## src/rtl/fp_pkg.sv

```systemverilog
// fp_pkg: shared binary32 constants, field struct and ID-width helper for the FP add scheduler
package fp_pkg;
  localparam int FP_W = 32;
  localparam int EXP_W = 8;
  localparam int MANT_W = 23;
  typedef struct packed {
    logic sign;
    logic [EXP_W-1:0] exponent;
    logic [MANT_W-1:0] mantissa;
  } fp32_t;
  function automatic int id_w(input int n);
    return n > 1 ? $clog2(n) : 1;
  endfunction
endpackage

```

## src/rtl/fp_rsp_fifo.sv

```systemverilog
// fp_rsp_fifo: response FIFO (DEPTH x W) with registered head; ports clk/rst, wr/din push, rd pop, valid/dout head
module fp_rsp_fifo #(
  parameter int DEPTH = 4,
  parameter int W = 34
) (
  input  logic         clk,
  input  logic         rst,
  input  logic         wr,
  input  logic [W-1:0] din,
  input  logic         rd,
  output logic         valid,
  output logic [W-1:0] dout
);
  localparam int AW = $clog2(DEPTH);
  localparam int CW = AW + 1;
  logic [W-1:0] mem [DEPTH];
  logic [AW-1:0] wptr, rptr, rptr_n;
  logic [CW-1:0] cnt, cnt_n;
  logic pop;
  logic [W-1:0] head_n;
  assign pop = rd && valid;
  assign rptr_n = rptr + AW'(pop);
  assign cnt_n = cnt + CW'(wr) - CW'(pop);
  // an entry written while nothing else remains bypasses storage into the head register
  assign head_n = (cnt - CW'(pop)) == '0 ? din : mem[rptr_n];
  always_ff @(posedge clk)
    if (wr) mem[wptr] <= din;
  always_ff @(posedge clk or posedge rst)
    if (rst) begin
      wptr <= '0;
      rptr <= '0;
      cnt <= '0;
      valid <= 1'b0;
      dout <= '0;
    end else begin
      if (wr) wptr <= wptr + 1'b1;
      rptr <= rptr_n;
      cnt <= cnt_n;
      valid <= cnt_n != '0;
      if (cnt_n != '0) dout <= head_n;
    end
  assert property (@(posedge clk) disable iff (rst) !(wr && cnt == CW'(DEPTH)));
endmodule

```

## src/rtl/fp_add_scheduler.sv

```systemverilog
// fp_add_scheduler: round-robin, credit-controlled sharing of one pipelined FP adder; ports: req_* operand
// handshakes in, add_* to/from the adder, rsp_* in-order responses out
module fp_add_scheduler
  import fp_pkg::*;
#(
  parameter int NUM_REQ = 4,
  parameter int ADD_LAT = 2,
  parameter int FIFO_DEPTH = 4
) (
  input  logic                        clk,
  input  logic                        rst,
  input  logic [NUM_REQ-1:0]          req_valid,
  output logic [NUM_REQ-1:0]          req_ready,
  input  logic [FP_W*NUM_REQ-1:0]     req_a,
  input  logic [FP_W*NUM_REQ-1:0]     req_b,
  output logic                        add_valid,
  output logic [FP_W-1:0]             add_a,
  output logic [FP_W-1:0]             add_b,
  input  logic [FP_W-1:0]             add_result,
  output logic                        rsp_valid,
  input  logic                        rsp_ready,
  output logic [id_w(NUM_REQ)-1:0]    rsp_id,
  output logic [FP_W-1:0]             rsp_result
);
  localparam int ID_W = id_w(NUM_REQ);
  localparam int CW = $clog2(FIFO_DEPTH) + 1;
  logic [CW-1:0] credits;
  logic [ID_W-1:0] ptr, win, add_id;
  logic found, grant, pop;
  fp32_t op_a, op_b;
  logic [ADD_LAT-1:0] tag_v;
  logic [ID_W-1:0] tag_id [ADD_LAT];
  logic [ID_W+FP_W-1:0] rsp_data;
  always_comb begin
    found = 1'b0;
    win = '0;
    for (int k = 0; k < NUM_REQ; k++)
      if (!found && req_valid[(int'(ptr) + k) % NUM_REQ]) begin
        found = 1'b1;
        win = ID_W'((int'(ptr) + k) % NUM_REQ);
      end
  end
  // rst gates the grant so req_ready drops the instant reset asserts
  assign grant = !rst && found && credits != '0;
  assign req_ready = NUM_REQ'(grant) << win;
  assign pop = rsp_valid && rsp_ready;
  assign add_a = op_a;
  assign add_b = op_b;
  always_ff @(posedge clk or posedge rst)
    if (rst) begin
      credits <= CW'(FIFO_DEPTH);
      ptr <= '0;
      add_valid <= 1'b0;
      add_id <= '0;
      op_a <= '0;
      op_b <= '0;
      tag_v <= '0;
    end else begin
      credits <= credits - CW'(grant) + CW'(pop);
      add_valid <= grant;
      if (grant) begin
        ptr <= win == ID_W'(NUM_REQ - 1) ? '0 : win + 1'b1;
        add_id <= win;
        op_a <= req_a[FP_W*int'(win) +: FP_W];
        op_b <= req_b[FP_W*int'(win) +: FP_W];
      end
      tag_v[0] <= add_valid;
      for (int i = 1; i < ADD_LAT; i++) tag_v[i] <= tag_v[i-1];
    end
  always_ff @(posedge clk) begin
    tag_id[0] <= add_id;
    for (int i = 1; i < ADD_LAT; i++) tag_id[i] <= tag_id[i-1];
  end
  fp_rsp_fifo #(.DEPTH(FIFO_DEPTH), .W(ID_W + FP_W)) u_fifo (
    .clk(clk),
    .rst(rst),
    .wr(tag_v[ADD_LAT-1]),
    .din({tag_id[ADD_LAT-1], add_result}),
    .rd(rsp_ready),
    .valid(rsp_valid),
    .dout(rsp_data)
  );
  assign {rsp_id, rsp_result} = rsp_data;
endmodule

```

## config.mk

```make
export PLATFORM = sky130hd
export DESIGN_NAME = fp_add_scheduler
export DESIGN_NICKNAME = d
export VERILOG_FILES = /design/src/rtl/fp_pkg.sv /design/src/rtl/fp_rsp_fifo.sv /design/src/rtl/fp_add_scheduler.sv
export SDC_FILE = /design/constraint.sdc
export NUM_CORES = 1
export LEC_CHECK = 0
export ABC_AREA = 1
export CORE_MARGIN = 1
export CORE_UTILIZATION = 56
export DETAILED_ROUTE_END_ITERATION = 7
export DONT_BUFFER_PORTS = 1
export GPL_ROUTABILITY_DRIVEN = 0
export PLACE_DENSITY = 0.8
export SLEW_MARGIN = 20
export SYNTH_ARGS = -nofsm -noshare
export SYNTH_HDL_FRONTEND = slang
export SYNTH_SLANG_ARGS = --single-unit
```

## constraint.sdc

```tcl
create_clock -name clk -period 4.3 [get_ports clk]
set_clock_uncertainty 0.1 [all_clocks]
set_input_delay 0.86 -clock clk [delete_from_list [all_inputs] [get_ports clk]]
set_output_delay 0.86 -clock clk [all_outputs]
set_load 0.05 [all_outputs]
```

# Word-level counts from Yosys, hierarchy flattened
# Memory sizes are Yosys's and may differ from the RTL's.
# Index checks and enable logic that the tools add are counted.
[word_totals]
register_bits = 116
mem_bits_rw = 140
inputBits = 295
out_inout_bits = 104
elab_cells = 79
mem_count = 2
[op_classes]
addsub = 11
magnitude_cmp = 4
n_eq_ne = 1
shift = 3
n_mux = 23
bitwise_logic = 3
n_reduce_logical = 16
[mem_list]
columns = ["name", "depth", "word_bits", "rd", "rd_clocked_by_memory_dff", "write_ports", "line", "rtl"]
rows = [
  ["u_fifo.mem", 4, 34, 1, 0, 1, "fp_rsp_fifo.sv:16", "logic [W-1:0] mem [DEPTH];"],
  ["tag_id", 2, 2, 2, 0, 2, "fp_add_scheduler.sv:32", "logic [ID_W-1:0] tag_id [ADD_LAT];"],
]
[ops]
columns = ["cell", "count"]
rows = [
  ["$shiftx 128x8->32", 2],
  ["$mux 34", 1],
  ["$mux 1", 13],
  ["$lt 3x4->1 const B", 3],
  ["$mux 2", 5],
  ["$sub 3x1->3", 3],
  ["$bmux 1 s2", 4],
  ["$add 2x1->2 const B", 3],
  ["$add 3x1->3", 2],
  ["$logic_and 1x1->1", 6],
  ["$reduce_bool 3->1", 2],
  ["$reduce_or 2->1", 3],
  ["$add 2x2->2 const B", 2],
  ["$logic_not 1->1", 4],
  ["$shl 1x2->4", 1],
  ["$and 1x1->1 const A", 3],
  ["$logic_not 3->1", 1],
  ["$lt 2x3->1 const B", 1],
  ["$add 2x1->2", 1],
  ["$eq 2x2->1 const B", 1],
]

# Longest topological paths before layout
[depth]
word_depth = 18
mapped_depth = 17
ltp_nobuf = 15

# By module
# A second synthesis with hierarchy kept.
[hier_totals]
cells_unflattened = 1813
hier_area_um2 = 13834.5
[by_module_without_submodules]
columns = ["mod", "n_inst", "cells_each", "area_per_inst_um2", "seq_area_each_um2"]
rows = [
  ["fp_rsp_fifo", 1, 786, 7754.9, 5134.9],
  ["fp_add_scheduler", 1, 1027, 6079.6, 1933.1],
]

# Worst setup path before layout
# OpenSTA, ideal clock, no wires.
[synth_path]
kind = "in2out"
from = "input port req_valid[3]"
to = "output port req_ready[3]"
arrival_time_ps = 2960
required_time_ps = 3340
setup_slack_ps = 380
cell_stages = 11
path_buffers = 2
cell_sequence = "inv_1 > nand2_1 > nand3_1 > nand2_1 > inv_2 > nand2_1 > nand2_2 > nand3_2 > buf_4 > buf_2 > nor3_1"
[synth_between]
elab_chain_len = 15
word_cells_on_any_way = 28
classes_between = "1 x shift; 19 x mux; 8 x reduce/logical"
[synth_lines]
columns = ["item", "line", "rtl"]
rows = [
  ["start: declaration", "fp_add_scheduler.sv:12", "input logic [NUM_REQ-1:0] req_valid,"],
  ["$bmux 1 s2", "fp_add_scheduler.sv:38", "if (!found && req_valid[(int'(ptr) + k) % NUM_REQ]) begin"],
  ["$mux 1 (implied by the code)", "fp_add_scheduler.sv:38", ""],
  ["$mux 1", "fp_add_scheduler.sv:38", ""],
  ["$logic_not 1->1", "fp_add_scheduler.sv:38", ""],
  ["$logic_and 1x1->1", "fp_add_scheduler.sv:38", ""],
  ["$mux 1", "fp_add_scheduler.sv:38", ""],
  ["$logic_not 1->1", "fp_add_scheduler.sv:38", ""],
  ["$logic_and 1x1->1", "fp_add_scheduler.sv:38", ""],
  ["$mux 1", "fp_add_scheduler.sv:38", ""],
  ["$logic_not 1->1", "fp_add_scheduler.sv:38", ""],
  ["$logic_and 1x1->1", "fp_add_scheduler.sv:38", ""],
  ["$mux 1", "fp_add_scheduler.sv:38", ""],
  ["$logic_and 1x1->1 (2 in a row)", "fp_add_scheduler.sv:44", "assign grant = !rst && found && credits != '0;"],
  ["$shl 1x2->4 (*)", "fp_add_scheduler.sv:45", "assign req_ready = NUM_REQ'(grant) << win;"],
  ["end: declaration", "fp_add_scheduler.sv:13", "output logic [NUM_REQ-1:0] req_ready,"],
]
# Every way passes the cells marked *; elsewhere a longest branch is shown, timed or not. The select of a mux whose other input is x is not followed.

# Worst setup path in the final report
[layout_path]
from = "register ptr[0]"
to = "output port req_ready[3]"
[layout_between]
elab_chain_len = 15
word_cells_on_any_way = 31
classes_between = "3 x add/sub; 1 x shift; 19 x mux; 8 x reduce/logical"
[layout_lines]
columns = ["item", "line", "rtl"]
rows = [
  ["start: declaration", "fp_add_scheduler.sv:28", "logic [ID_W-1:0] ptr, win, add_id;"],
  ["start signal: assignment", "fp_add_scheduler.sv:62", "ptr <= win == ID_W'(NUM_REQ - 1) ? '0 : win + 1'b1;"],
  ["$add 2x1->2 or $bmux 1 s2 (tied branches)", "fp_add_scheduler.sv:38, fp_add_scheduler.sv:40", ""],
  ["$bmux 1 s2 or $mux 1 (tied branches)", "fp_add_scheduler.sv:38", ""],
  ["$mux 1 (implied by the code)", "fp_add_scheduler.sv:38", ""],
  ["$mux 1 (implied by the code) or $logic_not 1->1 (tied branches)", "fp_add_scheduler.sv:38", ""],
  ["$logic_and 1x1->1", "fp_add_scheduler.sv:38", ""],
  ["$mux 1", "fp_add_scheduler.sv:38", ""],
  ["$logic_not 1->1", "fp_add_scheduler.sv:38", ""],
  ["$logic_and 1x1->1", "fp_add_scheduler.sv:38", ""],
  ["$mux 1", "fp_add_scheduler.sv:38", ""],
  ["$logic_not 1->1", "fp_add_scheduler.sv:38", ""],
  ["$logic_and 1x1->1", "fp_add_scheduler.sv:38", ""],
  ["$mux 1", "fp_add_scheduler.sv:38", ""],
  ["$logic_and 1x1->1 (2 in a row)", "fp_add_scheduler.sv:44", ""],
  ["$shl 1x2->4 (*)", "fp_add_scheduler.sv:45", ""],
]
# Marks and branches as above.

==> qor.yml <==
detailed_routing:
  ant_nets: 0
  drt_iter0_drc: 1096
  wl_met2_mm: 17.4
  wl_met1_mm: 13.3
  drc: 0
  via_per_inst: 5.83
  route.met3.wl_mm: 3.80
  num_vias: 11100
  dr.pass1.iters: 8
  drt-total-wl_mm: 36.0
  post_drt_wl_per_cell_um: 18.9
  dr.max_layer_used: "met4"
floorplanning:
  io_pins: 399
  start_util_pct: 57.5
  die_w_um: 155
  row_count: 55
  dieArea_sq_um: 24000
  core_sq_um: 22800
  die_y_um: 155
timing:
  rsz0062_at_grt: "no"
  finalSetupViolCount: 0
  worst_pin_slew_ns: 0.888
  report.final.slew_viol_count: 0
  finalHoldViolCount: 0
  min_period_ns: 4.08
  final.setup.tns_ns: 0
  layout_setup_ws_ns: 0.223
  relSlewSlack_pct: 40.8
  finalCritPeriodShare_pct: 94.8
  max_freq_ghz: 0.245
grt:
  grt.overflow.total: 0
  grt_pass1_wl_mm: 56.2
  grt_pass1_vias: 10500
  antenna_found_initial: 0
  grt_max_degree: 98
  grt_usage_pct: 29.9
critical_path:
  r2r-start: "u_fifo.valid"
  critPathKind: "flop to output port"
  critical_path_arrival_ns: 3.12
  endpoint_kind: "output port"
  start_kind: "flop"
  crit_fanout: 71
  critPathRequiredTime_ns: 3.34
  rrSetupSlack_ns: 0.71
  crit_path_start: "ptr[0]"
  reg2regPathDepth: 14
  r2r_end: "u_fifo.dout[16]"
  crit_end: "req_ready[3]"
clock_network:
  cts_root_buf: "clkbuf_16"
  cts_buffer_depth: 3
  clk_pin_slew_ns: 0.06
  cts_buffers: 27
  post_cts_buffers: 0
  clkLatencyLatePin_ns: 0.54
  cts_hold_buf: 0
  h-tree-depth: 1
  cts.sinks: 256
  cts_resized: 0
  cts_tree: "yes"
final_layout:
  design_area_sq_um: 14300
  final_common_cell: "nand2_1"
  finalNetCount: 1877
  area_growth_pct: 8.93
  layout-drive-gt1-share_pct: 6.04
  mostFrequentLayoutCells: "nand2_1 (653), nand3_1 (207), inv_1 (169)"
  diodes: 0
job:
  cap_violations: 0
status:
  outcome: "finished, final reports clean"
synth:
  synth_top_area_cell: "edfxtp_1"
  synth_xor_area_share_pct: 0.401
  synth_compound_area_share_pct: 1.98
  syn_avg_cell_area_sq_um: 8.11
  synth_top_family_by_area: "simple AND/OR/NAND/NOR gates"
  ys_top_cells_by_area: "edfxtp_1 (31%), dfrtp_1 (22%), nand2_1 (19%), nand3_1 (7.9%), inv_1 (4.9%)"
  synth_seq_cells: 256
  yosys.area_share.simple_pct: 33.7
  yosysSeqAreaShare_pct: 54.0
  syn_area_sq_um: 13100
  synth_fa_ha_area_share_pct: 1.36
  synth_fp_nets: 1923
  netlist_instances: 1615
  synth_warnings: 0
  muxShareOfSynthArea_pct: 0
  yosysUniqueCellTypes: 31
  synth_top_area_share_pct: 31.2
min_path:
  hp-class: "flop to flop"
  hp-start: "tag_id[0][0]"
placed_design:
  port_buffers: 0
  dp_hpwl_mm: 24.7
  dp_slack_ns: 0.609
  place_area_sq_um: 13300
==> critical path, cell delays in order, from the launching register on <==
cell and delay, ns:
dfrtp_1 0.52, inv_4 0.17, nand2_1 0.08, nand2_2 0.12, nand2_1 0.08, nand2_1 0.13, nor2_4 0.06, nand3_4 0.06
buf_4 0.60, nand3_4 0.25, nor3_1 0.27, buf_4 0.24
==> logic make-up after synthesis <==
logic type | count (synthesis)
simple gates | 1016
buf+inv | 282
xor+xnor | 6
compound gates | 42
fa+ha+maj | 13
flops | 256
==> worst min-delay path by stage <==
stage | to | slack, ns | depth (start not counted)
2_1_floorplan | tag_id[0][2] | 0.21 | 0
3_3_place_gp | tag_id[0][2] | 0.22 | 0
3_5_place_dp | tag_id[0][2] | 0.22 | 0
4_1_cts | tag_id[0][3] | 0.24 | 0
5_1_grt | tag_id[0][2] | 0.25 | 0
6_report | tag_id[0][2] | 0.24 | 0
==> sequential cells by signal (all words and copies together), names as in the netlist, 3 cells and up <==
name / cells
add_b: 32
tag_id: 4
u_fifo.cnt: 3
u_fifo.dout: 34
credits: 3
add_a: 32
u_fifo.mem: 136
==> cell usage after synthesis <==
| cell | number |
|---|---|
| a21oi_1 | 1 |
| a31oi_1 | 33 |
| buf_1 | 7 |
| buf_2 | 22 |
| buf_4 | 7 |
| buf_6 | 1 |
| clkbuf_1 | 68 |
| dfrtp_1 | 115 |
| dfstp_2 | 1 |
| dfxtp_1 | 4 |
| edfxtp_1 | 136 |
| fa_1 | 2 |
| ha_1 | 11 |
| inv_1 | 171 |
| inv_2 | 5 |
| inv_4 | 1 |
| nand2_1 | 653 |
| nand2_2 | 3 |
| nand3_1 | 207 |
| nand3_2 | 2 |
| nand3_4 | 1 |
| nand3b_1 | 33 |
| nand4_1 | 70 |
| nor2_1 | 43 |
| nor2_4 | 1 |
| nor3_1 | 3 |
| o211ai_1 | 2 |
| o21a_1 | 1 |
| o21ai_0 | 5 |
| xnor2_1 | 4 |
| xor2_1 | 2 |
==> final cells by class <==
class                           count  area [sq um]
Clock buffer                       39           791
Clock inverter                     11           151
Fill cell                        1862          8510
Inverter                          177           672
Multi-Input combinational cell   1077          4940
Sequential cell                   256          7070
Tap cell                          313           392
Timing Repair Buffer               30           250
==> per-layer routing <==
metal  up-vias  track usage, %
met5         -               0
met4         0            11.8
met3       121            8.58
met2       634            50.0
met1      5210            36.7
li1       5125               -
==> through the flow <==
step / instances / hold slack [ns] / util [%]
after floorplan: 1615 / 0.210 / -
after global placement: 1853 / 0.218 / 58.5
after detailed placement: 1853 / 0.223 / 58.5
after CTS: 1903 / 0.240 / 62.6
after global routing: 1903 / 0.245 / 62.6
final: 1903 / 0.238 / 62.6
Power is left out: the tool's default activity adds up to more than one toggle a clock period on the data nets, which glitch-free logic cannot reach.
